### config.mk
export PLATFORM = sky130hd
export DESIGN_NAME = fetch_stage
export DESIGN_NICKNAME = d
export VERILOG_FILES = /design/src/rtl/fetch_stage_pkg.sv /design/src/rtl/fetch_stage_if_id_reg.sv /design/src/rtl/fetch_stage.sv
export SDC_FILE = /design/constraint.sdc
export NUM_CORES = 1
export LEC_CHECK = 0
export ABC_CLOCK_PERIOD_IN_PS = 5900
export CORE_MARGIN = 2
export CORE_UTILIZATION = 37
export DETAILED_ROUTE_END_ITERATION = 10
export HOLD_SLACK_MARGIN = 0.15
export SETUP_SLACK_MARGIN = 0.02
export SLEW_MARGIN = 20
export SYNTH_ARGS = -nofsm -noshare
export SYNTH_HDL_FRONTEND = slang
export SYNTH_HIERARCHICAL = 1
export SYNTH_SLANG_ARGS = --single-unit
### constraint.sdc
create_clock -name clk -period 5.9 [get_ports clk]
set_input_delay 1.18 -clock clk [delete_from_list [all_inputs] [get_ports clk]]
set_output_delay 1.18 -clock clk [all_outputs]
set_load 0.005 [all_outputs]
### src/rtl/fetch_stage_pkg.sv
// Shared CPU definitions used by the fetch stage:
// FSM encoding, halt opcode and opcode field bounds.
package fetch_stage_pkg;

   typedef enum logic [1:0] {
      ST_BOOT   = 2'd0,
      ST_RUN    = 2'd1,
      ST_HALTED = 2'd2
   } fetch_state_e;

   localparam logic [4:0] HLT_OPC_DEF = 5'h1F;
   localparam int         OPC_HI      = 31;
   localparam int         OPC_LO      = 27;

   function automatic logic is_hlt(
      input logic [31:0] instr,
      input logic [4:0]  opc
   );
      return instr[OPC_HI:OPC_LO] == opc;
   endfunction

endpackage

### src/rtl/fetch_stage_if_id_reg.sv
// IF/ID pipeline register: load a fetched instruction,
// clear the valid bit (flush/drain), or hold.
module if_id_reg #(
   parameter int ADDR_W = 32
) (
   input  logic              clk,
   input  logic              rst_n,
   input  logic              load,
   input  logic              clear,
   input  logic [31:0]       in_instr,
   input  logic [ADDR_W-1:0] in_pc,
   input  logic [ADDR_W-1:0] in_pc_next,
   output logic              out_valid,
   output logic [31:0]       out_instr,
   output logic [ADDR_W-1:0] out_pc,
   output logic [ADDR_W-1:0] out_pc_next
);

   logic              valid_q, valid_d;
   logic [31:0]       instr_q, instr_d;
   logic [ADDR_W-1:0] pc_q, pc_d;
   logic [ADDR_W-1:0] pc_next_q, pc_next_d;

   always_comb begin
      valid_d   = valid_q;
      instr_d   = instr_q;
      pc_d      = pc_q;
      pc_next_d = pc_next_q;
      if (clear) begin
         valid_d = 1'b0;
      end else if (load) begin
         valid_d   = 1'b1;
         instr_d   = in_instr;
         pc_d      = in_pc;
         pc_next_d = in_pc_next;
      end
   end

   always_ff @(posedge clk or negedge rst_n) begin
      if (!rst_n) begin
         valid_q   <= 1'b0;
         instr_q   <= '0;
         pc_q      <= '0;
         pc_next_q <= '0;
      end else begin
         valid_q   <= valid_d;
         instr_q   <= instr_d;
         pc_q      <= pc_d;
         pc_next_q <= pc_next_d;
      end
   end

   assign out_valid   = valid_q;
   assign out_instr   = instr_q;
   assign out_pc      = pc_q;
   assign out_pc_next = pc_next_q;

endmodule

### src/rtl/fetch_stage.sv
// Instruction fetch: boot vector load, sequential fetch with
// backpressure, redirect flush and halt on HLT opcode.
module fetch_stage
   import fetch_stage_pkg::*;
#(
   parameter int              ADDR_W    = 32,
   parameter logic [ADDR_W-1:0] BOOT_ADDR = '0,
   parameter logic [4:0]      HLT_OPC   = HLT_OPC_DEF
) (
   input  logic              clk,
   input  logic              rst_n,
   output logic [ADDR_W-1:0] imem_address,
   input  logic [31:0]       imem_data,
   input  logic              redirect_valid,
   input  logic [ADDR_W-1:0] redirect_pc,
   output logic              out_valid,
   input  logic              out_ready,
   output logic [31:0]       out_instr,
   output logic [ADDR_W-1:0] out_pc,
   output logic [ADDR_W-1:0] out_pc_next,
   output logic              halted
);

   localparam logic [ADDR_W-1:0] ONE = {{(ADDR_W-1){1'b0}}, 1'b1};

   fetch_state_e      state_q, state_d;
   logic [ADDR_W-1:0] pc_q, pc_d;
   logic              halted_q, halted_d;
   logic              load, clear, fire;
   logic [ADDR_W-1:0] pc_inc;

   assign pc_inc = pc_q + ONE;
   assign fire   = !out_valid || out_ready;

   always_comb begin
      state_d      = state_q;
      pc_d         = pc_q;
      load         = 1'b0;
      clear        = 1'b0;
      imem_address = pc_q;
      // Redirect is ignored in BOOT, then outranks stall/fire/halt.
      if (state_q == ST_BOOT) begin
         imem_address = BOOT_ADDR;
         pc_d         = imem_data[ADDR_W-1:0];
         state_d      = ST_RUN;
      end else if (redirect_valid) begin
         pc_d    = redirect_pc;
         clear   = 1'b1;
         state_d = ST_RUN;
      end else if (state_q == ST_RUN && fire) begin
         load = 1'b1;
         pc_d = pc_inc;
         if (is_hlt(imem_data, HLT_OPC)) begin
            state_d = ST_HALTED;
         end
      end else if (out_valid && out_ready) begin
         clear = 1'b1;
      end
      halted_d = (state_d == ST_HALTED);
   end

   always_ff @(posedge clk or negedge rst_n) begin
      if (!rst_n) begin
         state_q  <= ST_BOOT;
         pc_q     <= '0;
         halted_q <= 1'b0;
      end else begin
         state_q  <= state_d;
         pc_q     <= pc_d;
         halted_q <= halted_d;
      end
   end

   assign halted = halted_q;

   if_id_reg #(
      .ADDR_W(ADDR_W)
   ) u_if_id (
      .clk        (clk),
      .rst_n      (rst_n),
      .load       (load),
      .clear      (clear),
      .in_instr   (imem_data),
      .in_pc      (pc_q),
      .in_pc_next (pc_inc),
      .out_valid  (out_valid),
      .out_instr  (out_instr),
      .out_pc     (out_pc),
      .out_pc_next(out_pc_next)
   );

endmodule
==> results of run 1 <==
-- metrics by stage --
stage	hold WS, ns	utilization, %	setup WS (ns)	cell area (um2)
floorplan	0.449	-	2.99	6840
global placement	0.491	49.1	1.88	8850
detailed placement	0.486	49.1	1.78	8850
CTS	0.498	52.8	2.03	9520
global route	0.520	52.8	2.04	9520
finish	0.489	52.8	2.22	9520
-- critical path: stages --
cell	delay, ns
clkdlybuf4s50_1	0.86
inv_1	0.13
o21ai_1	0.14
nand2_1	0.15
inv_1	0.33
nor2b_4	0.26
buf_4	0.51
mux2_2	0.40
-- registers in the layout, indices dropped and copies added (netlist names) --
name	cells
pc_q	32
u_if_id/out_instr	32
u_if_id/out_pc	32
u_if_id/out_pc_next	32
state_q	2
halted	1
u_if_id/out_valid	1
-- cells in the mapped netlist (5+ instances only) --
master      n
and2_1     28
nor2_1     30
xor2_1     14
nand3_1    15
or4_1       6
nor4_1      7
or3_1       8
o21ai_0    21
dfrtp_1   132
buf_2       8
mux2i_1     5
and3_1     14
xnor2_1    22
nand2_1    24
nand4_1    14
inv_1      10
nor3_1     11
mux2_4     40
a21oi_1    26
clkbuf_1   17
mux2_2     57
-- report_power, final --
group / total [mW] / internal (mW) / switching [mW]
combinational: 1.01 / 0.670 / 0.335
sequential: 1.31 / 1.12 / 0.185
clock: 1.19 / 0.786 / 0.404
-- cells by family (layout without fill, tap and decap cells) --
family | after synthesis | count (layout) | synth area share (%)
AOI/OAI and AO/OA | 89 | 89 | 8.34
xor gates and xnor gates | 36 | 36 | 4.61
adders and majority gates | 1 | 1 | 0.183
buffers and inverters | 53 | 246 | 5.27
DFF | 132 | 132 | 48.3
muxes | 102 | 102 | 18.9
and+or+nand+nor | 173 | 173 | 14.4
-- layout make-up --
cell class / count / area, um2 / share of cell area, %
sequential: 132 / 3300 / 34.7
multi-input combinational: 401 / 3190 / 33.5
timing repair buffer: 204 / 2040 / 21.4
clock buffer: 21 / 470 / 4.94
tap: 229 / 287 / 3.01
clock inverter: 11 / 198 / 2.08
inverter: 10 / 37.5 / 0.394
-- final timing paths --
check,cells after the start,to,from
hold reg to reg,1,pc_q[31],pc_q[31]
min in group asynchronous,1,u_if_id/out_pc[21],rst_n
hold / removal,1,pc_q[31],pc_q[31]
setup / recovery,8,u_if_id/out_pc_next[26],redirect_valid
setup reg to reg,7,u_if_id/out_instr[24],state_q[1]
max in group asynchronous,2,u_if_id/out_pc[7],rst_n
-- layer usage --
metal,GRT usage [%],vias up,share of wire (%)
met1,27.3,2598,45
met2,32.9,202,46
li1,-,2469,-
met4,6.58,0,1.5
met5,0,-,0
met3,6.26,22,7.2
==> PnR_summary.wiki, run 1 <==
{| class="wikitable"
! Metric !! Value
|-
| Outcome || finished clean
|-
| Hold Crit Class || flip-flop to flip-flop
|-
| Starting DRT DRC Count || 342
|-
| Count of vias placed by the detailed router || 5291
|-
| Remaining Overflow, GRT || 0
|-
| CTS Buffer Depth || 2
|-
| Worst slew margin || 34.0%
|-
| Layout overhead on the synthesized area || 39.2%
|-
| Mean instance size in the synthesized netlist || 11.7 um2
|-
| Post-route clock skew || 0.00750 ns
|-
| Overall track demand over capacity in global routing || 20.7%
|-
| Most common cell after layout, fill and taps aside || clkdlybuf4s50_1
|-
| Power per unit of standard cell area || approximately 370 nW/um2
|-
| Worst VDD drop || 0.205 mV
|-
| Drt total wl || about 20000 um
|-
| Req. time, crit path || between 6 and 7 ns
|-
| Insertion delay to the later sink of the worst-skew pair || 0.42 ns
|-
| Post-synthesis sequential area ratio || between 40% and 50%
|-
| Highest-count cells in the layout ignoring fill and taps || clkdlybuf4s50_1 (196), dfrtp_1 (132), mux2_2 (57)
|-
| Final period demand of the worst path || 3.68 ns
|-
| Crit path DAT || 3.99 ns
|-
| Die footprint || 19600 um2
|-
| Critical path startpoint category || primary input
|-
| Post-route DRC violation count || 0
|-
| Largest fanout on the critical path || 38
|-
| Fin crit share || 62.5%
|-
| Post-CTS setup repair buffer count || 0
|-
| CTS clk-pin slew, worst paths || around 0.060 ns
|-
| First-pass GRT wire length || 31900 um
|-
| Number of cells upsized or downsized after cts || 0
|-
| Die Span Y || 140 um
|-
| First drt pass iteration count || 6
|-
| Via count of the first global-routing pass || 5670
|-
| Number of top-level pins || 198
|-
| Detail-routed via count per cell || roughly 5.2
|-
| CTS tree || done
|-
| Number of nets in the synthesized netlist || 655
|-
| Pin slew with the least headroom to its limit || 0.983 ns
|-
| Primary FF master, synth || dfrtp_1
|-
| I/O Buffers || 197
|-
| Max_cap viols || 0
|-
| Endpoint class of the critical path || flip-flop
|-
| CTS buffer count || 17
|-
| Share of Yosys cell area claimed by the top area cell type || 48.3%
|-
| Synth area leader || dfrtp_1
|-
| CTS root buffer || clkbuf_16
|-
| Share of cells above drive strength 1 || 19.4%
|-
| Net count of the finished layout || between 800 and 900
|-
| Core Footprint || 18000 um2
|-
| Final setup vio count || 0
|-
| Maximum operating frequency || 271 MHz
|-
| Proportion of synthesized flip-flops having asynchronous set or reset || 100%
|-
| Count of placed standard cells in the final layout, fillers left out || about 1000
|-
| Cell area after synthesis || between 6000 and 7000 um2
|-
| Count of mapped cells out of synthesis || a little under 600
|-
| Number of antenna violations at the first check in global routing || 0
|-
| Count of inserted antenna diode cells || 0
|-
| Filler instances || between 1500 and 2000
|-
| Warnings from Yosys || 6
|-
| RSZ-0062 raised after global routing || false
|-
| Routability congestion estimate || between 0.7 and 0.8
|-
| # H-tree levels || 4
|-
| DIE WIDTH || between 100 and 150 um
|-
| Pin count of the biggest net entering global routing || 68
|-
| Cells after DPL || 976
|-
| Setup total negative slack || 0 ns
|-
| Dominant cells by area after synthesis || dfrtp_1 (48%), mux2_2 (9.4%), mux2_4 (8.8%)
|-
| Number of library cell types mapped by synthesis || 58
|-
| Placement Rows || between 40 and 50
|-
| P_leak || between 3 and 4 nW
|-
| Hold buffers post-CTS || 0
|-
| Number of synthesized flops with an enable pin || 0
|-
| Register bit count reported by yosys || roughly 130
|-
| Total power || about 3.5 mW
|-
| Crit Path Class || primary input to flip-flop
|-
| Sum of net half-perimeters after detailed placement || 14100 um
|-
| Final Hold Viols || 0
|-
| Number of nets still failing antenna checks after routing || 0
|-
| Max-slew violation count || 0
|-
| Average routed wire per standard cell || about 20 um
|-
| Worst-case register-to-register setup slack || ~3.2 ns
|-
| Clk sinks || approximately 130
|-
| Initial core utilization || 38.0%
|}
Note: power is estimated with default switching activity, not from simulation.
==> run 2, diff against run 1 <==
ABC_CLOCK_PERIOD_IN_PS = 3300   (was 5900)
PLACE_DENSITY = 0.67   (was not set)
clock period = 3.3 ns   (was 5.9 ns; I/O delays follow)
==> PnR_summary.wiki, run 2 (synthesis results as in run 1) <==
{| class="wikitable"
! Metric !! Value
|-
| RSZ-0062 raised after global routing || false
|-
| Clk sinks || 132
|-
| Worst VDD drop || 0.383 mV
|-
| Endpoint class of the critical path || output port
|-
| CTS clk-pin slew, worst paths || approximately 0.060 ns
|-
| Pin count of the biggest net entering global routing || between 60 and 70
|-
| Standard cell with the maximum stage delay on the critical path || or2_4
|-
| Count of inserted antenna diode cells || 0
|-
| Detail-routed via count per cell || 5.32
|-
| Net count of the finished layout || 844
|-
| Filler instances || 1606
|-
| Count of placed standard cells in the final layout, fillers left out || 1015
|-
| Most common cell after layout, fill and taps aside || clkdlybuf4s50_1
|-
| Cell area after placement || 8940 um2
|-
| Delay contributed by the slowest stage of the critical path || slightly below 0.6 ns
|-
| Hold Crit Class || primary input to async pin
|-
| Core Footprint || 18000 um2
|-
| CTS Buffer Depth || 2
|-
| Crit path DAT || 2.21 ns
|-
| Max_cap viols || 0
|-
| Critical path startpoint category || flip-flop
|-
| Outcome || finished clean
|-
| Fin crit share || 87.0%
|-
| I/O Buffers || approximately 200
|-
| Highest-count cells in the layout ignoring fill and taps || clkdlybuf4s50_1 (196), dfrtp_1 (132), mux2_2 (57)
|-
| Die footprint || 19600 um2
|-
| Insertion delay to the later sink of the worst-skew pair || 0.41 ns
|-
| Final design area excluding fillers || about 9500 um2
|-
| Largest fanout on the critical path || 54
|-
| Worst Setup Slack, final || 0.430 ns
|-
| First-pass GRT wire length || 32600 um
|-
| CTS tree || done
|-
| Worst setup slack after placement || 0.381 ns
|-
| Cells after DPL || 985
|-
| # H-tree levels || 4
|-
| Count of vias placed by the detailed router || 5401
|-
| Drt total wl || 20400 um
|-
| Hold buffers post-CTS || 0
|-
| Initial core utilization || 38.0%
|-
| Remaining Overflow, GRT || 0
|-
| Overall track demand over capacity in global routing || between 20% and 30%
|-
| Die Span Y || 140 um
|-
| Post-route DRC violation count || 0
|-
| Pin slew with the least headroom to its limit || between 0.7 and 0.8 ns
|-
| Number of antenna violations at the first check in global routing || 0
|-
| Post-route clock skew || 0.00747 ns
|-
| Starting DRT DRC Count || 374
|-
| Power per unit of standard cell area || 627 nW/um2
|-
| Via count of the first global-routing pass || between 5000 and 6000
|-
| Final Hold Viols || 0
|-
| First drt pass iteration count || 4
|-
| Sum of net half-perimeters after detailed placement || 14500 um
|-
| Maximum operating frequency || 348 MHz
|-
| Number of nets still failing antenna checks after routing || 0
|-
| CTS root buffer || clkbuf_16
|-
| Number of top-level pins || 198
|-
| Routability congestion estimate || 0.824
|-
| Post-CTS setup repair buffer count || 0
|-
| Multi-input logic area || 3180 um2
|-
| Share of cells above drive strength 1 || 20.1%
|-
| DIE WIDTH || between 100 and 150 um
|-
| Worst-path cell chain || or2_4 -> and2_2 -> clkdlybuf4s50_1
|-
| Layout overhead on the synthesized area || 38.8%
|-
| Setup total negative slack || 0 ns
|-
| Number of cells upsized or downsized after cts || 0
|-
| Final period demand of the worst path || between 2 and 3 ns
|-
| Final setup vio count || 0
|-
| Worst slew margin || 48.4%
|-
| Average routed wire per standard cell || a little over 20 um
|-
| P_leak || 3.89 nW
|-
| Max-slew violation count || 0
|-
| Req. time, crit path || about 2.6 ns
|-
| CTS buffer count || 17
|-
| Sequential cell area || about 3300 um2
|-
| Placement Rows || 49
|-
| Crit Path Class || flip-flop to output port
|-
| Total power || around 6 mW
|}
run 2: final cells by class:
| class | instances | share of cell area (%) |
|---|---|---|
| Multi-Input combinational cell | 401 | 33.5 |
| Clock buffer | 19 | 4.66 |
| Clock inverter | 11 | 1.19 |
| Sequential cell | 132 | 34.8 |
| Tap cell | 229 | 3.02 |
| Timing Repair Buffer | 213 | 22.4 |
| Inverter | 10 | 0.395 |
run 2: worst paths after layout:
check,from,to,slack (ns),cells past startpoint
setup reg to reg,pc_q[5],u_if_id/out_pc_next[22],0.69,5
min in group clk,u_if_id/out_pc_next[8],u_if_id/out_pc_next[8],0.50,1
max in group asynchronous,rst_n,pc_q[3],2.29,2
hold reg to reg,u_if_id/out_pc_next[8],u_if_id/out_pc_next[8],0.50,1
hold / removal,rst_n,u_if_id/out_pc[26],0.23,1
setup / recovery,state_q[0],imem_address[22],0.43,3
run 2: routing by layer:
layer / part of all wire [%] / global-route usage [%] / vias to the layer above
li1: - / - / 2485
met2: 50 / 34.9 / 168
met5: 0 / 0 / -
met3: 5.3 / 5.30 / 16
met1: 43 / 27.5 / 2732
met4: 1.2 / 7.53 / 0
run 2: critical path: cells and delay by family (launching register included):
family	cells	cell delay, ns
simple gates	2	0.84
flops	1	0.45
buf+inv	1	0.49
run 2: power by group:
group	switching, mW	internal, mW
clock	0.699	1.11
combinational	0.596	1.21
sequential	0.332	2.00
total	1.63	4.33
run 2: metrics by stage:
| step | utilization [%] | hold WS, ns |
|---|---|---|
| floorplan | - | 0.364 |
| finish | 52.7 | 0.226 |
| global route | 52.7 | 0.275 |
| detailed placement | 49.6 | 0.494 |
| CTS | 52.7 | 0.247 |
| global placement | 49.6 | 0.491 |
